[config.mk]
export PLATFORM = sky130hd
export DESIGN_NAME = dco_code_slewer
export DESIGN_NICKNAME = d
export VERILOG_FILES = /design/src/rtl/dco_code_pkg.sv /design/src/rtl/dco_therm_enc.sv /design/src/rtl/dco_code_slewer.sv
export SDC_FILE = /design/constraint.sdc
export NUM_CORES = 1
export LEC_CHECK = 0
export CAP_MARGIN = 20
export CORE_MARGIN = 5
export CORE_UTILIZATION = 52
export CTS_CLUSTER_DIAMETER = 50
export DETAILED_ROUTE_END_ITERATION = 16
export PLACE_DENSITY = 0.86
export SKIP_CTS_REPAIR_TIMING = 1
export SYNTH_ARGS = -nofsm -noshare
export SYNTH_HDL_FRONTEND = slang
export SYNTH_SLANG_ARGS = --single-unit
export TNS_END_PERCENT = 20
[constraint.sdc]
create_clock -name clk -period 8.7 [get_ports clk]
set_clock_uncertainty 0.1 [all_clocks]
set_input_delay 1.74 -clock clk [delete_from_list [all_inputs] [get_ports clk]]
set_output_delay 1.74 -clock clk [all_outputs]
set_load 0.05 [all_outputs]
[src/rtl/dco_code_pkg.sv]
// Shared types and code arithmetic helpers for the DCO code slewer.
// Helpers work in int, wider than CODE_W+1, so clamp and step results never wrap.
package dco_code_pkg;

  typedef enum logic [1:0] {
    IDLE = 2'd0,
    SLEW = 2'd1,
    LOCK = 2'd2
  } slew_state_e;

  function automatic int clamp_code(input int code, input int lo, input int hi);
    if (code < lo) return lo;
    if (code > hi) return hi;
    return code;
  endfunction

  // Moves cur toward tgt by at most max_step and never overshoots.
  function automatic int step_toward(input int cur, input int tgt, input int max_step);
    if (tgt > cur) return (tgt - cur > max_step) ? cur + max_step : tgt;
    if (tgt < cur) return (cur - tgt > max_step) ? cur - max_step : tgt;
    return cur;
  endfunction

endpackage

[src/rtl/dco_therm_enc.sv]
// Binary code to thermometer decode: bit i is set iff i < code.
module dco_therm_enc #(
  parameter int N_COARSE = 128,
  parameter int CODE_W   = $clog2(N_COARSE + 1)
) (
  input  logic [CODE_W-1:0]   code,
  output logic [N_COARSE-1:0] therm
);

  always_comb begin
    therm = '0;
    for (int i = 0; i < N_COARSE; i++) therm[i] = (i < int'(code));
  end

endmodule

[src/rtl/dco_code_slewer.sv]
// Rate-limited DCO coarse-code slewer with registered thermometer output.
// Optional sigma-delta dither on the fractional code when DCO_CODE_DITHER_EN is defined.
//
// state | meaning
// IDLE  | out of reset, no target accepted yet, ready for a target
// SLEW  | stepping cur_code toward target, targets refused
// LOCK  | cur_code equals target, ready for a new target
module dco_code_slewer
  import dco_code_pkg::*;
#(
  parameter int N_COARSE = 128,
  parameter int CODE_W   = $clog2(N_COARSE + 1),
  parameter int MIN_CODE = 1,
  parameter int MAX_STEP = 4,
  parameter int FRAC_W   = 4
) (
  input  logic                clk,
  input  logic                reset,
  input  logic                code_valid,
  output logic                code_ready,
  input  logic [CODE_W-1:0]   code_in,
  input  logic [FRAC_W-1:0]   frac_in,
  input  logic                hold,
  output logic [N_COARSE-1:0] coarse_out,
  output logic [CODE_W-1:0]   cur_code,
  output logic                settled,
  output logic                clamp_err
);

  slew_state_e state_q, state_d;
  logic [CODE_W-1:0]   cur_q, tgt_q, out_code;
  logic [N_COARSE-1:0] therm_d, coarse_q;
  logic                clamp_err_q, accept;
  int                  tgt_new, step_next;

  assign code_ready = (state_q != SLEW);
  assign accept     = code_valid && code_ready && !hold;
  assign tgt_new    = clamp_code(int'(code_in), MIN_CODE, N_COARSE);
  assign step_next  = step_toward(int'(cur_q), int'(tgt_q), MAX_STEP);

  always_comb begin
    state_d = state_q;
    if (!hold) begin
      case (state_q)
        IDLE, LOCK: if (accept) state_d = (tgt_new == int'(cur_q)) ? LOCK : SLEW;
        SLEW:       if (cur_q == tgt_q) state_d = LOCK;
        default:    state_d = IDLE;
      endcase
    end
  end

  always_ff @(posedge clk) begin
    if (reset) begin
      state_q     <= IDLE;
      cur_q       <= CODE_W'(MIN_CODE);
      tgt_q       <= CODE_W'(MIN_CODE);
      clamp_err_q <= 1'b0;
      for (int i = 0; i < N_COARSE; i++) coarse_q[i] <= (i < MIN_CODE);
    end else begin
      state_q     <= state_d;
      clamp_err_q <= accept && (tgt_new != int'(code_in));
      if (accept) tgt_q <= CODE_W'(tgt_new);
      if (!hold && state_q == SLEW) cur_q <= CODE_W'(step_next);
      coarse_q    <= therm_d;
    end
  end

`ifdef DCO_CODE_DITHER_EN
  logic [FRAC_W-1:0] frac_q, acc_q;
  logic [FRAC_W:0]   acc_sum;
  logic              carry;

  assign acc_sum  = {1'b0, acc_q} + {1'b0, frac_q};
  assign carry    = (state_q == LOCK) && !hold && acc_sum[FRAC_W];
  assign out_code = (int'(cur_q) + int'(carry) > N_COARSE) ? CODE_W'(N_COARSE)
                                                          : cur_q + CODE_W'(carry);

  always_ff @(posedge clk) begin
    if (reset) begin
      frac_q <= '0;
      acc_q  <= '0;
    end else begin
      if (accept) frac_q <= frac_in;
      // Restart the modulator from zero on every new slew.
      if (!hold) begin
        if (state_q != SLEW && state_d == SLEW) acc_q <= '0;
        else if (state_q == LOCK)               acc_q <= acc_sum[FRAC_W-1:0];
      end
    end
  end
`else
  logic unused_frac;
  assign unused_frac = ^frac_in;
  assign out_code    = cur_q;
`endif

  dco_therm_enc #(.N_COARSE(N_COARSE), .CODE_W(CODE_W)) u_therm (
    .code  (out_code),
    .therm (therm_d)
  );

  assign coarse_out = coarse_q;
  assign cur_code   = cur_q;
  assign settled    = (state_q == LOCK);
  assign clamp_err  = clamp_err_q;

endmodule

==> metrics.txt <==
# TYPE chip_impl_metric gauge
chip_impl_metric{name="distinct_cell_type_count_after_synthesis",unit=""} 63
chip_impl_metric{name="final_total_negative_setup_slack",unit="ps"} 0
chip_impl_metric{name="globalRouteTotalUtil",unit=""} 0.286
chip_impl_info{name="worst_path_dominant_cell_family",value="compound AO/OA/AOI/OAI gates"} 1
chip_impl_info{name="tritoncts",value="built"} 1
chip_impl_metric{name="synthesis.yosys.warnings",unit=""} 0
chip_impl_metric{name="postSynthAreaPerCell",unit="um^2"} 9.23
chip_impl_metric{name="slew_headroom",unit=""} 0.276
chip_impl_metric{name="worst-endpoint-arrival",unit="ps"} 4530
chip_impl_info{name="mostFrequentLayoutCell",value="sky130_fd_sc_hd__clkdlybuf4s50_1"} 1
chip_impl_metric{name="finalHoldViolations",unit=""} 0
chip_impl_metric{name="critical-path-max-stage-delay",unit="ps"} 740
chip_impl_metric{name="routabilityCongestion",unit=""} 0.913
chip_impl_metric{name="drive_gt1_frac",unit=""} 0.0776
chip_impl_metric{name="antenna_violations_before_repair",unit=""} 0
chip_impl_metric{name="cts_htree_levels",unit=""} 4
chip_impl_info{name="r2r-start",value="cur_code[3]$_SDFFE_PP0P_"} 1
chip_impl_metric{name="post-layout-total-power",unit="mW"} 1.76
chip_impl_metric{name="drt.antenna.violating_nets",unit=""} 0
chip_impl_info{name="rsz0062_at_grt",value="no"} 1
chip_impl_metric{name="detailedRoute.firstPassIterationCount",unit=""} 5
chip_impl_metric{name="hold_slack",unit="ps"} 391
chip_impl_metric{name="synth-edff-count",unit=""} 0
chip_impl_metric{name="grt_first_pass_wirelength",unit="mm"} 28.7
chip_impl_metric{name="diodes",unit=""} 0
chip_impl_metric{name="endpoint_required_time_on_the_critical_path",unit="ps"} 9040
chip_impl_info{name="outcome",value="completed"} 1
chip_impl_metric{name="floorplan.core_area",unit="um^2"} 10700
chip_impl_metric{name="via_per_inst",unit=""} 5.94
chip_impl_metric{name="dp_hpwl",unit="mm"} 12.7
chip_impl_metric{name="global_route.usage.met1",unit=""} 0.333
chip_impl_metric{name="worst_slew_pin_slew",unit="ps"} 1080
chip_impl_info{name="synth.largest_area_cell",value="sky130_fd_sc_hd__dfxtp_1"} 1
chip_impl_metric{name="max_freq",unit="MHz"} 239
chip_impl_info{name="start_kind",value="register"} 1
chip_impl_info{name="main_synth_ff_type",value="sky130_fd_sc_hd__dfxtp_1"} 1
chip_impl_metric{name="clk-insertion-delay-late",unit="ps"} 530
chip_impl_info{name="layout_common_cells",value="150 x sky130_fd_sc_hd__clkdlybuf4s50_1, 147 x sky130_fd_sc_hd__dfxtp_1, 114 x sky130_fd_sc_hd__a21oi_1"} 1
chip_impl_info{name="clockRootBuffer",value="sky130_fd_sc_hd__clkbuf_8"} 1
chip_impl_metric{name="post-route-period-util",unit=""} 0.481
chip_impl_metric{name="drt_first_iter_violations",unit=""} 354
chip_impl_metric{name="global_route.overflow_total",unit=""} 0
chip_impl_metric{name="post_dp_cell_area",unit="um^2"} 7200
chip_impl_info{name="holdCritStartpoint",value="state_q[1]$_SDFFE_PP0P_"} 1
chip_impl_info{name="worst_setup_path_startpoint",value="cur_code[3]$_SDFFE_PP0P_"} 1
chip_impl_metric{name="maxCapViolCount",unit=""} 0
chip_impl_metric{name="critical_path.n_buffers_inverters",unit=""} 1
chip_impl_info{name="timing.critical_path.slowest_stage_cell",value="sky130_fd_sc_hd__ha_1"} 1
chip_impl_metric{name="final_critical_period",unit="ps"} 4190
chip_impl_metric{name="ys_seq_elements",unit=""} 147
chip_impl_metric{name="synthesis.area",unit="um^2"} 5630
chip_impl_metric{name="numClockSinks",unit=""} 147
chip_impl_metric{name="use_met2",unit=""} 0.488
chip_impl_metric{name="design.die.area",unit="um^2"} 13000
chip_impl_metric{name="postRouteWirelength",unit="mm"} 18.8
chip_impl_metric{name="rr_worst_depth",unit=""} 10
chip_impl_metric{name="min_delay_path_depth",unit=""} 2
chip_impl_metric{name="fin_nets",unit=""} 784
chip_impl_metric{name="placement.io_buffers",unit=""} 150
chip_impl_metric{name="final_cells",unit=""} 900
chip_impl_metric{name="portion_of_the_post_synthesis_area_used_by_sequential_elements",unit=""} 0.523
chip_impl_info{name="worstHoldEndpoint",value="state_q[1]$_SDFFE_PP0P_"} 1
chip_impl_metric{name="first_global_vias",unit=""} 5246
chip_impl_metric{name="worstPathMaxFanout",unit=""} 14
chip_impl_metric{name="timing.final.setup_violations",unit=""} 0
chip_impl_metric{name="synthArstFlopShare",unit=""} 0
chip_impl_metric{name="initial_core_util",unit=""} 0.524
chip_impl_metric{name="grt_util_met3",unit=""} 0.0759
chip_impl_metric{name="routed_wire_length_per_instance",unit="um"} 20.8
chip_impl_info{name="min-delay-path-class",value="reg -> reg"} 1
chip_impl_metric{name="postSynthCellCount",unit=""} 610
chip_impl_info{name="netlist_top_cells_area",value="sky130_fd_sc_hd__dfxtp_1 52%, sky130_fd_sc_hd__a21oi_1 10%, sky130_fd_sc_hd__ha_1 4.4%, sky130_fd_sc_hd__nor2_1 2.9%, sky130_fd_sc_hd__o21ai_0 2.7%"} 1
chip_impl_info{name="end_kind",value="register"} 1
chip_impl_metric{name="cts.reportedPaths.clkPinSlew",unit="ps"} 70
chip_impl_info{name="grt.busiest_layer",value="met2"} 1
chip_impl_metric{name="p_per_area",unit="nW/um^2"} 226
chip_impl_metric{name="maxSlewViolCount",unit=""} 0
chip_impl_info{name="crit_path_cell_trace",value="clkinv_1 > ha_1 > and2_1 > o21ai_1 > a32oi_1 > xor2_1 > o31ai_4 > a21oi_2 > or3_1 > a221oi_2"} 1
chip_impl_metric{name="vert_die_dim",unit="um"} 114
chip_impl_metric{name="post_synth_net_total",unit=""} 647
chip_impl_info{name="timing_worst_setup_path_type",value="reg -> reg"} 1
chip_impl_metric{name="grt_max_degree",unit=""} 41
chip_impl_metric{name="post-route-drc-count",unit=""} 0
chip_impl_metric{name="die_w",unit="um"} 114
chip_impl_metric{name="placementRows",unit=""} 38
chip_impl_metric{name="dp_cells",unit=""} 867
chip_impl_metric{name="max_vdd_drop",unit="mV"} 0.157
chip_impl_metric{name="cts.path.max_buffers",unit=""} 2
chip_impl_metric{name="flop_to_flop_setup_slack",unit="ps"} 4510
chip_impl_metric{name="num_vias",unit=""} 5342
chip_impl_info{name="critical_path.reg2reg.endpoint",value="cur_code[2]$_SDFFE_PP0P_"} 1
chip_impl_metric{name="synth_top_cell_area_share",unit=""} 0.523
chip_impl_metric{name="power.static_leakage",unit="nW"} 3.12
chip_impl_metric{name="ioPinCount",unit=""} 155
chip_impl_metric{name="final_cell_area",unit="um^2"} 7790
chip_impl_metric{name="flow.area_growth_from_synthesis",unit="%"} 38.4
chip_impl_metric{name="cts_inserted_buffers",unit=""} 17
[metrics by stage]
stage / util / worst slack (ps)
4_1_cts: 0.724 / 4540
2_1_floorplan: - / 5150
3_5_place_dp: 0.670 / 4310
6_report: 0.725 / 4510
5_1_grt: 0.725 / 4300
3_3_place_gp: 0.669 / 4410
[flip-flops by register name, summed over array words and instances (netlist names)]
name,flops
coarse_out,128
cur_code,8
state_q,2
clamp_err,1
tgt_q,8
[synth_stat cells (4+ instances only)]
library cell and instances:
sky130_fd_sc_hd__and2_1 4, sky130_fd_sc_hd__a21o_1 4, sky130_fd_sc_hd__nand3_1 15, sky130_fd_sc_hd__nor3b_1 6, sky130_fd_sc_hd__dfxtp_1 147, sky130_fd_sc_hd__clkbuf_1 35, sky130_fd_sc_hd__inv_1 31, sky130_fd_sc_hd__nor2_1 44
sky130_fd_sc_hd__xnor2_1 9, sky130_fd_sc_hd__o22ai_1 4, sky130_fd_sc_hd__ha_1 20, sky130_fd_sc_hd__a21oi_1 114, sky130_fd_sc_hd__nand2b_1 9, sky130_fd_sc_hd__a31o_2 4, sky130_fd_sc_hd__nor2b_1 4, sky130_fd_sc_hd__mux2i_1 9
sky130_fd_sc_hd__nor3_1 9, sky130_fd_sc_hd__nand2_1 27, sky130_fd_sc_hd__o21ai_0 30, sky130_fd_sc_hd__a31oi_1 16
[logic make-up (layout without fill, tap and decap cells)]
| family | count (synthesis) | count (layout) | share of synthesized area |
|---|---|---|---|
| flip-flops | 147 | 147 | 0.523 |
| XOR/XNOR | 12 | 12 | 0.0187 |
| adder cells (fa/ha/maj) | 21 | 21 | 0.0480 |
| AO/OA/AOI/OAI | 206 | 206 | 0.215 |
| multiplexers | 10 | 10 | 0.0180 |
| buffers and inverters | 74 | 224 | 0.0522 |
| AND/OR/NAND/NOR | 140 | 140 | 0.125 |
[routing by layer]
layer | up-vias | part of all wire
li1 | 2412 | -
met3 | 54 | 0.089
met2 | 332 | 0.49
met4 | 0 | 0.034
met1 | 2544 | 0.39
met5 | - | 0
[layout make-up]
type	instances	area, um^2
Clock buffer	17	414
Clock inverter	15	164
Fill cell	769	2960
Inverter	33	124
Multi-Input combinational cell	389	2400
Sequential cell	147	2940
Tap cell	140	175
Timing Repair Buffer	159	1570
[worst max path at each step]
stage,end,cells after the start
4_1_cts,cur_code[5],1
5_1_grt,cur_code[1]$_SDFFE_PP0P_,10
6_report,cur_code[2]$_SDFFE_PP0P_,10
3_3_place_gp,coarse_out[84]$_SDFF_PP0_,9
2_1_floorplan,cur_code[2]$_SDFFE_PP0P_,11
3_5_place_dp,coarse_out[84]$_SDFF_PP0_,9
[worst reg2reg max path: stages (launching register included)]
cell and delay [ps]:
sky130_fd_sc_hd__dfxtp_1 680, sky130_fd_sc_hd__clkinv_1 610, sky130_fd_sc_hd__ha_1 740, sky130_fd_sc_hd__and2_1 220
sky130_fd_sc_hd__o21ai_1 110, sky130_fd_sc_hd__a32oi_1 240, sky130_fd_sc_hd__xor2_1 140, sky130_fd_sc_hd__o31ai_4 600
sky130_fd_sc_hd__a21oi_2 100, sky130_fd_sc_hd__or3_1 360, sky130_fd_sc_hd__a221oi_2 220
[power by group]
group          total (mW)  leakage, nW  internal [mW]  switching, mW
logic               0.341         1.66          0.112          0.229
registers           0.719         1.19          0.700         0.0193
clock network       0.701        0.271          0.370          0.331
Power figures use the tool's default switching activity.
